`src/rtl/fir_tap_loader_pkg.sv`:
```
// Shared types and constants for the FIR coefficient loader.
package fir_tap_pkg;

  typedef enum logic [2:0] {
    LD_IDLE,
    LD_FLUSH,
    LD_ARM,
    LD_STREAM,
    LD_WAIT_DONE
  } loader_state_t;

  localparam int unsigned FLUSH_CYCLES = 2;

endpackage

```
`src/rtl/fir_tap_loader_if.sv`:
```
// Tap stream from the loader to the FIR tap_din port (valid/ready, AXI-S style).
interface fir_tap_loader_if #(
  parameter int G_TAP_WIDTH = 16
);
  logic [G_TAP_WIDTH-1:0] tap_dout;
  logic                   tap_dout_valid;
  logic                   tap_dout_ready;

  modport master (
    output tap_dout,
    output tap_dout_valid,
    input  tap_dout_ready
  );

  modport slave (
    input  tap_dout,
    input  tap_dout_valid,
    output tap_dout_ready
  );
endinterface

```
`src/rtl/fir_tap_loader_ram.sv`:
```
// Simple dual-port tap RAM, 1-cycle registered read; only the read register is reset.
// The read register holds its value while rd_en is low, so it doubles as the stream prefetch stage.
module fir_tap_ram #(
  parameter int G_ADDR_WIDTH = 4,
  parameter int G_DATA_WIDTH = 16
) (
  input  logic                    clk,
  input  logic                    reset,
  input  logic                    wr_en,
  input  logic [G_ADDR_WIDTH-1:0] wr_addr,
  input  logic [G_DATA_WIDTH-1:0] wr_data,
  input  logic                    rd_en,
  input  logic [G_ADDR_WIDTH-1:0] rd_addr,
  output logic [G_DATA_WIDTH-1:0] rd_data
);

  logic [G_DATA_WIDTH-1:0] mem_q [0:(2**G_ADDR_WIDTH)-1];
  logic [G_DATA_WIDTH-1:0] rd_data_q;

  always_ff @(posedge clk) begin
    if (wr_en) begin
      mem_q[wr_addr] <= wr_data;
    end
  end

  always_ff @(posedge clk) begin
    if (reset) begin
      rd_data_q <= '0;
    end else if (rd_en) begin
      rd_data_q <= mem_q[rd_addr];
    end
  end

  assign rd_data = rd_data_q;

endmodule

```
`src/rtl/fir_tap_loader.sv`:
```
// FIR tap loader: restarts the FIR, streams 2**G_NUM_TAPS_LOG2 taps, waits for sample mode.
// Latency load_start -> first valid 4 cycles; 1 tap/cycle, stalls losslessly on tap_dout_ready low.
// FIR_TAP_SYMMETRIC_EN: store half the table and stream it mirrored (linear-phase).
module fir_tap_loader
  import fir_tap_pkg::*;
#(
  parameter int G_NUM_TAPS_LOG2 = 4,
  parameter int G_TAP_WIDTH     = 16,
  parameter int G_DONE_TIMEOUT  = 64
) (
  input  logic                       clk,
  input  logic                       reset,
  input  logic [G_NUM_TAPS_LOG2-1:0] cfg_wr_addr,
  input  logic [G_TAP_WIDTH-1:0]     cfg_wr_data,
  input  logic                       cfg_wr_valid,
  output logic                       cfg_wr_ready,
  input  logic                       load_start,
  output logic                       busy,
  output logic                       load_done,
  output logic                       load_error,
  output logic                       fir_enable,
  fir_tap_loader_if.master           tap_if,
  input  logic                       fir_ready_in
);

  localparam int NUM_TAPS = 2**G_NUM_TAPS_LOG2;
  localparam int IDX_W    = G_NUM_TAPS_LOG2 + 1;
  localparam int TMR_W    = $clog2(G_DONE_TIMEOUT + 1);
`ifdef FIR_TAP_SYMMETRIC_EN
  localparam int RAM_AW   = G_NUM_TAPS_LOG2 - 1;
  localparam logic [IDX_W-1:0] HALF_IDX = IDX_W'(NUM_TAPS / 2);
`else
  localparam int RAM_AW   = G_NUM_TAPS_LOG2;
`endif
  localparam logic [IDX_W-1:0] LAST_IDX = IDX_W'(NUM_TAPS - 1);
  localparam logic [TMR_W-1:0] TMR_MAX  = TMR_W'(G_DONE_TIMEOUT);
  localparam logic [TMR_W-1:0] TMR_LAST = TMR_W'(G_DONE_TIMEOUT - 1);
  localparam logic [1:0]       FL_LAST  = 2'(FLUSH_CYCLES - 1);

  loader_state_t     state_q, state_d;
  logic [IDX_W-1:0]  idx_q, idx_d;
  logic [TMR_W-1:0]  tmr_q, tmr_d;
  logic [1:0]        flush_cnt_q, flush_cnt_d;
  logic              fir_en_q, fir_en_d;
  logic              valid_q, valid_d;
  logic              done_q, done_d;
  logic              err_q, err_d;
  logic              cfg_rdy_q;

  logic              accept;
  logic              rd_en;
  logic [IDX_W-1:0]  rd_idx;
  logic [RAM_AW-1:0] rd_addr;
  logic              wr_en;
  logic [G_TAP_WIDTH-1:0] ram_rd_data;

  function automatic logic [RAM_AW-1:0] map_addr(input logic [IDX_W-1:0] k);
    logic [IDX_W-1:0] m;
`ifdef FIR_TAP_SYMMETRIC_EN
    m = (k < HALF_IDX) ? k : (LAST_IDX - k);
`else
    m = k;
`endif
    return m[RAM_AW-1:0];
  endfunction

  // Upper-half writes have no storage when the table is mirrored.
`ifdef FIR_TAP_SYMMETRIC_EN
  assign wr_en = cfg_wr_valid & cfg_rdy_q & ~cfg_wr_addr[G_NUM_TAPS_LOG2-1];
`else
  assign wr_en = cfg_wr_valid & cfg_rdy_q;
`endif

  assign accept  = valid_q & tap_if.tap_dout_ready;
  assign rd_addr = map_addr(rd_idx);

  fir_tap_ram #(
    .G_ADDR_WIDTH (RAM_AW),
    .G_DATA_WIDTH (G_TAP_WIDTH)
  ) u_ram (
    .clk     (clk),
    .reset   (reset),
    .wr_en   (wr_en),
    .wr_addr (cfg_wr_addr[RAM_AW-1:0]),
    .wr_data (cfg_wr_data),
    .rd_en   (rd_en),
    .rd_addr (rd_addr),
    .rd_data (ram_rd_data)
  );

  always_comb begin
    state_d     = state_q;
    idx_d       = idx_q;
    tmr_d       = tmr_q;
    flush_cnt_d = flush_cnt_q;
    fir_en_d    = fir_en_q;
    valid_d     = valid_q;
    done_d      = 1'b0;
    err_d       = err_q;
    rd_en       = 1'b0;
    rd_idx      = idx_q;

    case (state_q)
      LD_IDLE: begin
        if (load_start) begin
          state_d     = LD_FLUSH;
          fir_en_d    = 1'b0;
          err_d       = 1'b0;
          flush_cnt_d = '0;
        end
      end
      LD_FLUSH: begin
        if (flush_cnt_q == FL_LAST) begin
          state_d  = LD_ARM;
          fir_en_d = 1'b1;
        end else begin
          flush_cnt_d = flush_cnt_q + 2'd1;
        end
      end
      LD_ARM: begin
        rd_en   = 1'b1;
        rd_idx  = '0;
        idx_d   = '0;
        valid_d = 1'b1;
        state_d = LD_STREAM;
      end
      LD_STREAM: begin
        // The next read is only issued on acceptance, so the RAM register holds the beat while stalled.
        if (accept) begin
          if (idx_q == LAST_IDX) begin
            valid_d = 1'b0;
            tmr_d   = '0;
            state_d = LD_WAIT_DONE;
          end else begin
            idx_d  = idx_q + 1'b1;
            rd_idx = idx_q + 1'b1;
            rd_en  = 1'b1;
          end
        end
      end
      LD_WAIT_DONE: begin
        if (fir_ready_in) begin
          done_d  = 1'b1;
          state_d = LD_IDLE;
        end else begin
          tmr_d = (tmr_q == TMR_MAX) ? tmr_q : tmr_q + 1'b1;
          if (tmr_q >= TMR_LAST) begin
            err_d   = 1'b1;
            state_d = LD_IDLE;
          end
        end
      end
      default: state_d = LD_IDLE;
    endcase
  end

  always_ff @(posedge clk) begin
    if (reset) begin
      state_q     <= LD_IDLE;
      idx_q       <= '0;
      tmr_q       <= '0;
      flush_cnt_q <= '0;
      fir_en_q    <= 1'b0;
      valid_q     <= 1'b0;
      done_q      <= 1'b0;
      err_q       <= 1'b0;
      cfg_rdy_q   <= 1'b0;
    end else begin
      state_q     <= state_d;
      idx_q       <= idx_d;
      tmr_q       <= tmr_d;
      flush_cnt_q <= flush_cnt_d;
      fir_en_q    <= fir_en_d;
      valid_q     <= valid_d;
      done_q      <= done_d;
      err_q       <= err_d;
      cfg_rdy_q   <= (state_d == LD_IDLE);
    end
  end

  assign cfg_wr_ready          = cfg_rdy_q;
  assign busy                  = (state_q != LD_IDLE);
  assign load_done             = done_q;
  assign load_error            = err_q;
  assign fir_enable            = fir_en_q;
  assign tap_if.tap_dout       = ram_rd_data;
  assign tap_if.tap_dout_valid = valid_q;

endmodule

```
`src/flat_wrapper.sv`:
```
// flat-port wrapper written by rule: the top's interface ports become plain ports
module fir_tap_loader_flat import fir_tap_pkg::*;
#(
  parameter int G_NUM_TAPS_LOG2 = 4,
  parameter int G_TAP_WIDTH     = 16,
  parameter int G_DONE_TIMEOUT  = 64
)
  (clk, reset, cfg_wr_addr, cfg_wr_data, cfg_wr_valid, cfg_wr_ready, load_start, busy, load_done, load_error, fir_enable, fir_ready_in, tap_if_tap_dout, tap_if_tap_dout_valid, tap_if_tap_dout_ready);
  fir_tap_loader_if #(.G_TAP_WIDTH(G_TAP_WIDTH)) tap_if_i ();
  input  logic clk;
  input  logic reset;
  input  logic [G_NUM_TAPS_LOG2-1:0] cfg_wr_addr;
  input  logic [G_TAP_WIDTH-1:0] cfg_wr_data;
  input  logic cfg_wr_valid;
  output logic cfg_wr_ready;
  input  logic load_start;
  output logic busy;
  output logic load_done;
  output logic load_error;
  output logic fir_enable;
  input  logic fir_ready_in;
  output wire logic [$bits(tap_if_i.tap_dout)-1:0] tap_if_tap_dout;
  output wire logic [$bits(tap_if_i.tap_dout_valid)-1:0] tap_if_tap_dout_valid;
  input wire logic [$bits(tap_if_i.tap_dout_ready)-1:0] tap_if_tap_dout_ready;
  assign tap_if_tap_dout = tap_if_i.tap_dout;
  assign tap_if_tap_dout_valid = tap_if_i.tap_dout_valid;
  assign tap_if_i.tap_dout_ready = tap_if_tap_dout_ready;
  fir_tap_loader #(.G_NUM_TAPS_LOG2(G_NUM_TAPS_LOG2), .G_TAP_WIDTH(G_TAP_WIDTH), .G_DONE_TIMEOUT(G_DONE_TIMEOUT)) u_core (.clk(clk), .reset(reset), .cfg_wr_addr(cfg_wr_addr), .cfg_wr_data(cfg_wr_data), .cfg_wr_valid(cfg_wr_valid), .cfg_wr_ready(cfg_wr_ready), .load_start(load_start), .busy(busy), .load_done(load_done), .load_error(load_error), .fir_enable(fir_enable), .tap_if(tap_if_i), .fir_ready_in(fir_ready_in));
endmodule
```
`config.mk`:
```
export PLATFORM = sky130hd
export DESIGN_NAME = fir_tap_loader_flat
export DESIGN_NICKNAME = d
export VERILOG_FILES = /design/src/rtl/fir_tap_loader_pkg.sv /design/src/rtl/fir_tap_loader_if.sv /design/src/rtl/fir_tap_loader_ram.sv /design/src/rtl/fir_tap_loader.sv /design/src/flat_wrapper.sv
export SDC_FILE = /design/constraint.sdc
export NUM_CORES = 1
export LEC_CHECK = 0
export CAP_MARGIN = 20
export CORE_MARGIN = 3
export CORE_UTILIZATION = 60
export DETAILED_ROUTE_END_ITERATION = 16
export GPL_ROUTABILITY_DRIVEN = 0
export GPL_TIMING_DRIVEN = 0
export PLACE_DENSITY = 0.79
export RECOVER_POWER = 100
export SLEW_MARGIN = 40
export SYNTH_ARGS = -nofsm -noshare
export SYNTH_HDL_FRONTEND = slang
export SYNTH_SLANG_ARGS = --single-unit
export TNS_END_PERCENT = 30
```
`constraint.sdc`:
```
create_clock -name clk -period 3.2 [get_ports clk]
set_input_delay 0.64 -clock clk [delete_from_list [all_inputs] [get_ports clk]]
set_output_delay 0.64 -clock clk [all_outputs]
set_load 0.01 [all_outputs]
```
==> run metrics, run 1 <==
post-synthesis xor/xnor area fraction 0.003762; synthesized area per cell about 17 um2; Core Box Area 0.01889 mm2; CTS root buf clkbuf_16; most frequent cell after synthesis edfxtp_1; Hold Fails Final Rpt 0; mux contribution to synthesized area 0.1223; worst skew pair latency between 0.5 and 0.6 ns; Synth Net Count approximately 710; Inst Count DP 1002; crit path max fanout 6; sequential share of the synthesized area 0.7258; Die Area around 0.021 mm2; critical path required time roughly 3.4 ns; reg2reg path depth 10; status finished, violations left; initial antenna violation count 0; cells after synthesis ~700; Placement Setup Slack -0.5622 ns; std cell rows 50; Non-Filler Instances ~1100; Slew Limit Headroom -0.2186; failing checks max-capacitance violations, max-slew violations; Top FF cell, synth edfxtp_1; Final min period roughly 3 ns; antenna-violating nets left 0; Synth top area share 0.6604; endpoints failing setup 0; RR Endpoint u_core.u_ram.rd_data[12]; via count just under 7000; number of flops mapped to enable cells by yosys between 200 and 300; synth top area cells edfxtp_1 (66%), dfxtp_1 (6.5%), mux4_2 (6.4%); Area growth syn-to-layout 15.70%; Routed Wire Length ~26 mm; Vias/cell between 6 and 7; Synth Warn # 0; Post-CTS Setup Inserts 0; Post-synth ARST share 0; max frequency roughly 330 MHz; vias in the first global route approximately 6800; largest net degree at the start of global routing 17; leak pwr between 4 and 5 nW; Max H-tree Level 1; Post-synth top cells edfxtp_1 (256), mux2_2 (48), nand2_1 (43); drt drc 0; first-pass GRT wire length around 40 mm; fin util 0.7128; flop2flop setup slack between 0.1 and 0.15 ns; Sequential Area between 0.008 and 0.009 mm2; GR Overflow Total 0; Startpoint Class primary input; Final period util 0.9606; post-route setup slack around 0.13 ns; largest family of logic cells by synthesized area multiplexers; max_cap viols 10; crit end category flip-flop; clk sinks approximately 300; Max clock buf depth 3; clk_skew around 0.012 ns; RSZ-0062 raised after global routing no; DR pass1 iterations 8; Starting Density 0.6161; total track usage 0.2473; routed length per instance about 25 um; Synth area leader edfxtp_1; critical path class in -> reg; worst r2r src u_core.idx_q[0]; Ant. Diodes 0; Hold Path Class reg -> reg; Adder-Cell Fraction of Synth Area 0.004300; CTS tree yes; #FFs+latches synth a little under 300; Power Dens Cells slightly below 600 mW/mm2; area of the multi-input gates around 0.0030 mm2; Netlist cell types between 50 and 60; die height about 150 um; DR iter-0 viols between 700 and 800; Synth Area in Simple Gates 0.07073; layout cells sized above 1 0.2063; worst slew pin tran 1.821 ns; compound-cell area share of the yosys netlist 0.05514; Max IR drop VDD 0.4114 mV; CP endpoint u_core.u_ram.mem_q[0][5]; fin nets approximately 800; CP arrival between 3 and 4 ns; Clock transition at path regs ~0.06 ns; DP HPWL approximately 17 mm; io pins 48; Port Buffer Count 47; fillers around 1100; total CTS buffers 29; synthesized area between 0.01 and 0.015 mm2; die width 145.3 um; Max Slew Vio Count between 150 and 200; crit path from cfg_wr_valid
[layout by cell type (no fill, tap or decap), types with 8 or more instances in the layout]
master	instances
edfxtp_1	256
mux2_2	48
nand2_1	43
dlygate4sd3_1	41
nor2_1	40
dfxtp_1	38
mux4_2	33
clkbuf_16	29
o211ai_1	25
clkbuf_1	22
nand4_1	17
and2_1	16
mux2i_1	14
inv_1	13
a221oi_1	13
buf_2	10
nor3_1	9
a21oi_1	9
clkinv_2	8
[state kept, by name, summed over array words and instances (netlist names)]
| signal | cells |
|---|---|
| u_core.u_ram.mem_q | 256 |
| u_core.u_ram.rd_data | 16 |
| u_core.tmr_q | 7 |
| u_core.idx_q | 5 |
| u_core.state_q | 3 |
| u_core.flush_cnt_q | 2 |
| u_core.cfg_wr_ready | 1 |
| u_core.fir_enable | 1 |
| u_core.load_done | 1 |
| u_core.load_error | 1 |
| u_core.tap_if.tap_dout_valid | 1 |
[repair_timing]
| action | in CTS | in global routing |
|---|---|---|
| hold buffers | 0 | 0 |
| resized for setup | 2 | 9 |
| endpoints found under the setup margin | 7 | 11 |
| pin swaps | 0 | 0 |
[worst max-delay path, cell delays in order]
cell           delay, ns
dlygate4sd3_1       0.60
nand2_1             0.12
or3_1               0.41
nor3_1              0.85
clkbuf_1            0.36
clkbuf_1            0.30
[power breakdown]
group / internal [mW] / switching (mW) / total [mW] / leakage, nW
Combinational: 0.0672 / 0.135 / 0.202 / 1.29
Clock: 1.95 / 1.42 / 3.37 / 0.460
Sequential: 4.19 / 0.0138 / 4.20 / 2.61
Total: 6.20 / 1.56 / 7.77 / 4.36
[cell families (layout without fill, tap and decap cells)]
family / Yosys count / count (layout)
AO/OA/AOI/OAI: 82 / 82
XOR/XNOR: 5 / 5
adder cells (fa/ha/maj): 4 / 4
buffers and inverters: 43 / 154
flip-flops: 294 / 294
multiplexers: 95 / 95
AND/OR/NAND/NOR: 161 / 161
[final cells by class]
class | count | area share
Tap cell | 260 | 0.02415
Clock buffer | 33 | 0.05648
Sequential cell | 294 | 0.6273
Clock inverter | 20 | 0.01431
Timing Repair Buffer | 58 | 0.03800
Multi-Input combinational cell | 347 | 0.2234
Inverter | 13 | 0.003623
Buffer | 30 | 0.01273
[stage by stage]
step,power [mW],hold slack (ns),TNS (ns),cell area (um2)
3_3_place_gp,4.471,0.4669,-55.09,12440
4_1_cts,7.799,0.4810,0,13590
5_1_grt,7.982,0.4938,0,13470
3_5_place_dp,4.493,0.4729,-7.122,12630
2_1_floorplan,4.352,0.4664,0,11640
6_report,7.768,0.4800,0,13470
[metal layers]
metal	wire length (um)	up-vias	global-route usage	part of all wire
met4	668	0	0.06743	0.026
met3	2131	52	0.03841	0.082
met5	0	-	0	0
met2	12740	364	0.4104	0.49
li1	-	2906	-	-
met1	10420	3418	0.3481	0.40
[how the worst min path moves through the flow]
stage | startpoint | end | slack [ns] | cells after the start
2_1_floorplan | u_core.idx_q[4] | u_core.idx_q[4] | 0.47 | 1
3_3_place_gp | u_core.u_ram.rd_data[2] | u_core.u_ram.rd_data[2] | 0.47 | 2
3_5_place_dp | u_core.u_ram.rd_data[2] | u_core.u_ram.rd_data[2] | 0.47 | 2
4_1_cts | u_core.u_ram.rd_data[2] | u_core.u_ram.rd_data[2] | 0.48 | 2
5_1_grt | u_core.u_ram.rd_data[2] | u_core.u_ram.rd_data[2] | 0.49 | 2
6_report | u_core.u_ram.rd_data[2] | u_core.u_ram.rd_data[2] | 0.48 | 2
(Power assumes the default switching activity.)
==> run 2: changes to the inputs <==
--- a/config.mk
+++ b/config.mk
@@ -5,7 +5,6 @@
 export SDC_FILE = /design/constraint.sdc
 export NUM_CORES = 1
 export LEC_CHECK = 0
-export CAP_MARGIN = 20
 export CORE_MARGIN = 3
 export CORE_UTILIZATION = 60
 export DETAILED_ROUTE_END_ITERATION = 16
==> results of run 2 <==
The final DEF is identical to that of run 1; final timing and power are the same.
==> run 3: changes to the inputs <==
--- a/config.mk
+++ b/config.mk
@@ -6,11 +6,11 @@
 export NUM_CORES = 1
 export LEC_CHECK = 0
 export CORE_MARGIN = 3
-export CORE_UTILIZATION = 60
+export CORE_UTILIZATION = 65
 export DETAILED_ROUTE_END_ITERATION = 16
 export GPL_ROUTABILITY_DRIVEN = 0
 export GPL_TIMING_DRIVEN = 0
-export PLACE_DENSITY = 0.79
+export PLACE_DENSITY = 0.84
 export RECOVER_POWER = 100
 export SLEW_MARGIN = 40
 export SYNTH_ARGS = -nofsm -noshare
==> constraint.sdc (replaced) <==
create_clock -name clk -period 3.9 [get_ports clk]
set_input_delay 0.78 -clock clk [delete_from_list [all_inputs] [get_ports clk]]
set_output_delay 0.78 -clock clk [all_outputs]
set_load 0.01 [all_outputs]
==> run 3 against run 2 <==
- the run still ends with max-capacitance violations, max-slew violations left
- first-iteration DRC count rose by 1.5%
- critical path depth rose by 3
- clock skew rose by 0.0024 ns
- via count rose by 1.7%
- worst setup slack improved by 0.27 ns
- routed wire length rose by 4.5%
- final cell count fell by 3.6%
- flip-flop and latch count did not move
- clock-buffer cell count fell by 3
- sequential share of layout area rose by 0.33 points
- core utilization rose by 5.6 points
- register-to-register slack improved by 0.36 ns
- largest power group unchanged
==> run metrics, run 3 (synthesis gave the netlist of run 1 again) <==
DR pass1 iterations 5 (-3); leak pwr 4.339 nW (-0.39%); clk_skew 0.01439 ns (+0.002384 ns); sw frac 0.1997 (-0.001565); CTS root buf clkbuf_16; std cell rows 48 (-4.0%); DR iter-0 viols 757 (+1.5%); Reg power frac 0.537 (-0.004); vias in the first global route 6829 (-0.073%); failing checks max-capacitance violations, max-slew violations; DP HPWL 16.33 mm (-2.3%); CP arrival 3.89 ns (+0.60 ns); Core Box Area 0.01742 mm2 (-7.8%); Max Slew Vio Count 187 (+10%); crit path max fanout 10 (+4); via count 6854 (+1.7%); Clock power frac 0.438 (+0.005); clk sinks 294 (unchanged); Area growth syn-to-layout 15.09%; first-pass GRT wire length 40.79 mm (+2.0%); total track usage 0.2736 (+0.02630); Slew Limit Headroom -0.2307 (-0.01203); Overall Power 6.419 mW (-17%); total CTS buffers 28 (-3.4%); die width 139.8 um (-3.8%); Max IR drop VDD 0.4120 mV (+0.13%); crit end category flip-flop; layout cells sized above 1 0.1919 (-0.01437); Routed Wire Length 27.12 mm (+4.5%); largest net degree at the start of global routing 17 (unchanged); Placement Setup Slack 0.1367 ns (+0.6990 ns); Top reg by flops u_core.u_ram.mem_q; Int Pwr 5.137 mW (-17%); Max H-tree Level 1 (unchanged); Port Buffer Count 47 (unchanged); GR Overflow Total 0 (unchanged); Ant. Diodes 0 (unchanged); Worst Hold Slack 0.5021 ns (+0.02208 ns); routed length per instance 26.67 um (+8.4%); Non-Filler Instances 1017 (-3.6%); Largest register FFs 256 (unchanged); Final TNS setup 0 ns (unchanged); most frequent cells in the layout edfxtp_1 (256), mux2_2 (47), nand2_1 (43); fin nets 801 (-0.25%); die height 139.8 um (-3.8%); RSZ-0062 raised after global routing no; Clock transition at path regs 0.07 ns (about the same); drt drc 0 (unchanged); max_cap viols 11 (+1); Max clock buf depth 3 (unchanged); Starting Density 0.6683 (+0.05223); hold_buf cts 0 (unchanged); cts repair resizes 0 (-2); critical path class in -> reg; Post-CTS Setup Inserts 0 (unchanged); worst slew pin tran 1.839 ns (+0.01798 ns); CTS tree yes; worst skew pair latency 0.55 ns (about the same); Sw Pwr 1.282 mW (-18%); Hold Path Class reg -> reg; Final period util 0.8978; Power Dens Cells 479.1 mW/mm2 (-17%); max frequency approximately 290 MHz; endpoints failing setup 0 (unchanged); io pins 48 (unchanged); Final min period around 3.5 ns; most common cell after layout, fill and taps aside edfxtp_1; status finished, violations left; Hold Fails Final Rpt 0 (unchanged); antenna-violating nets left 0 (unchanged); initial antenna violation count 0 (unchanged); Vias/cell 6.739 (+5.5%); Inst Count DP 966 (-3.6%); Startpoint Class primary input; combinational share of power 0.026 (about the same); Die Area 0.01955 mm2 (-7.4%); post-route setup slack 0.3984 ns (+0.2723 ns); critical path required time 4.29 ns (+0.87 ns)
run 3: worst paths after layout:
check	from	to	slack, ns	depth (start not counted)
worst min-delay path	u_core.idx_q[4]	u_core.idx_q[4]	0.50	1
worst max register to register	u_core.idx_q[1]	u_core.u_ram.rd_data[14]	0.49	10
worst max-delay path	tap_if_tap_dout_ready	u_core.u_ram.rd_data[14]	0.40	9
worst min register to register	u_core.idx_q[4]	u_core.idx_q[4]	0.50	1
run 3: layout make-up:
type | count | area, um2
buffer | 30 | 160.2
timing repair buffer | 57 | 508.0
inverter | 13 | 48.80
fill | 915 | 4020
sequential | 294 | 8448
clock inverter | 21 | 244.0
tap | 225 | 281.5
multi-input combinational | 347 | 2998
clock buffer | 30 | 708.2
run 3: per-stage QoR:
stage,util,instance area [um2]
4_1_cts,0.7772,13540
2_1_floorplan,-,11640
3_3_place_gp,0.7115,12390
3_5_place_dp,0.7225,12580
5_1_grt,0.7692,13400
6_report,0.7692,13400
run 3: critical path, stage by stage:
cell	delay (ns)
dlygate4sd3_1	0.65
and2_0	0.29
nand2b_1	0.08
buf_4	0.18
o21ai_4	0.25
clkbuf_1	0.64
mux2_2	0.42
a221oi_1	0.38
o2111ai_1	0.21
run 3: metal layers:
layer / vias up / wire length (um) / global-route usage
met4: 0 / 753 / 0.07241
met1: 3450 / 10490 / 0.3931
met3: 71 / 2503 / 0.03952
li1: 2893 / - / -
met5: - / 0 / 0
met2: 440 / 13370 / 0.4507
run 3: power by group through the flow:
stage	Combinational (mW)	Sequential, mW	Clock (mW)
CTS	0.173	3.45	2.82
global route	0.177	3.45	2.93
global placement	0.153	3.51	0
finish	0.164	3.44	2.81
floorplan	0.0591	3.51	0
detailed placement	0.170	3.51	0
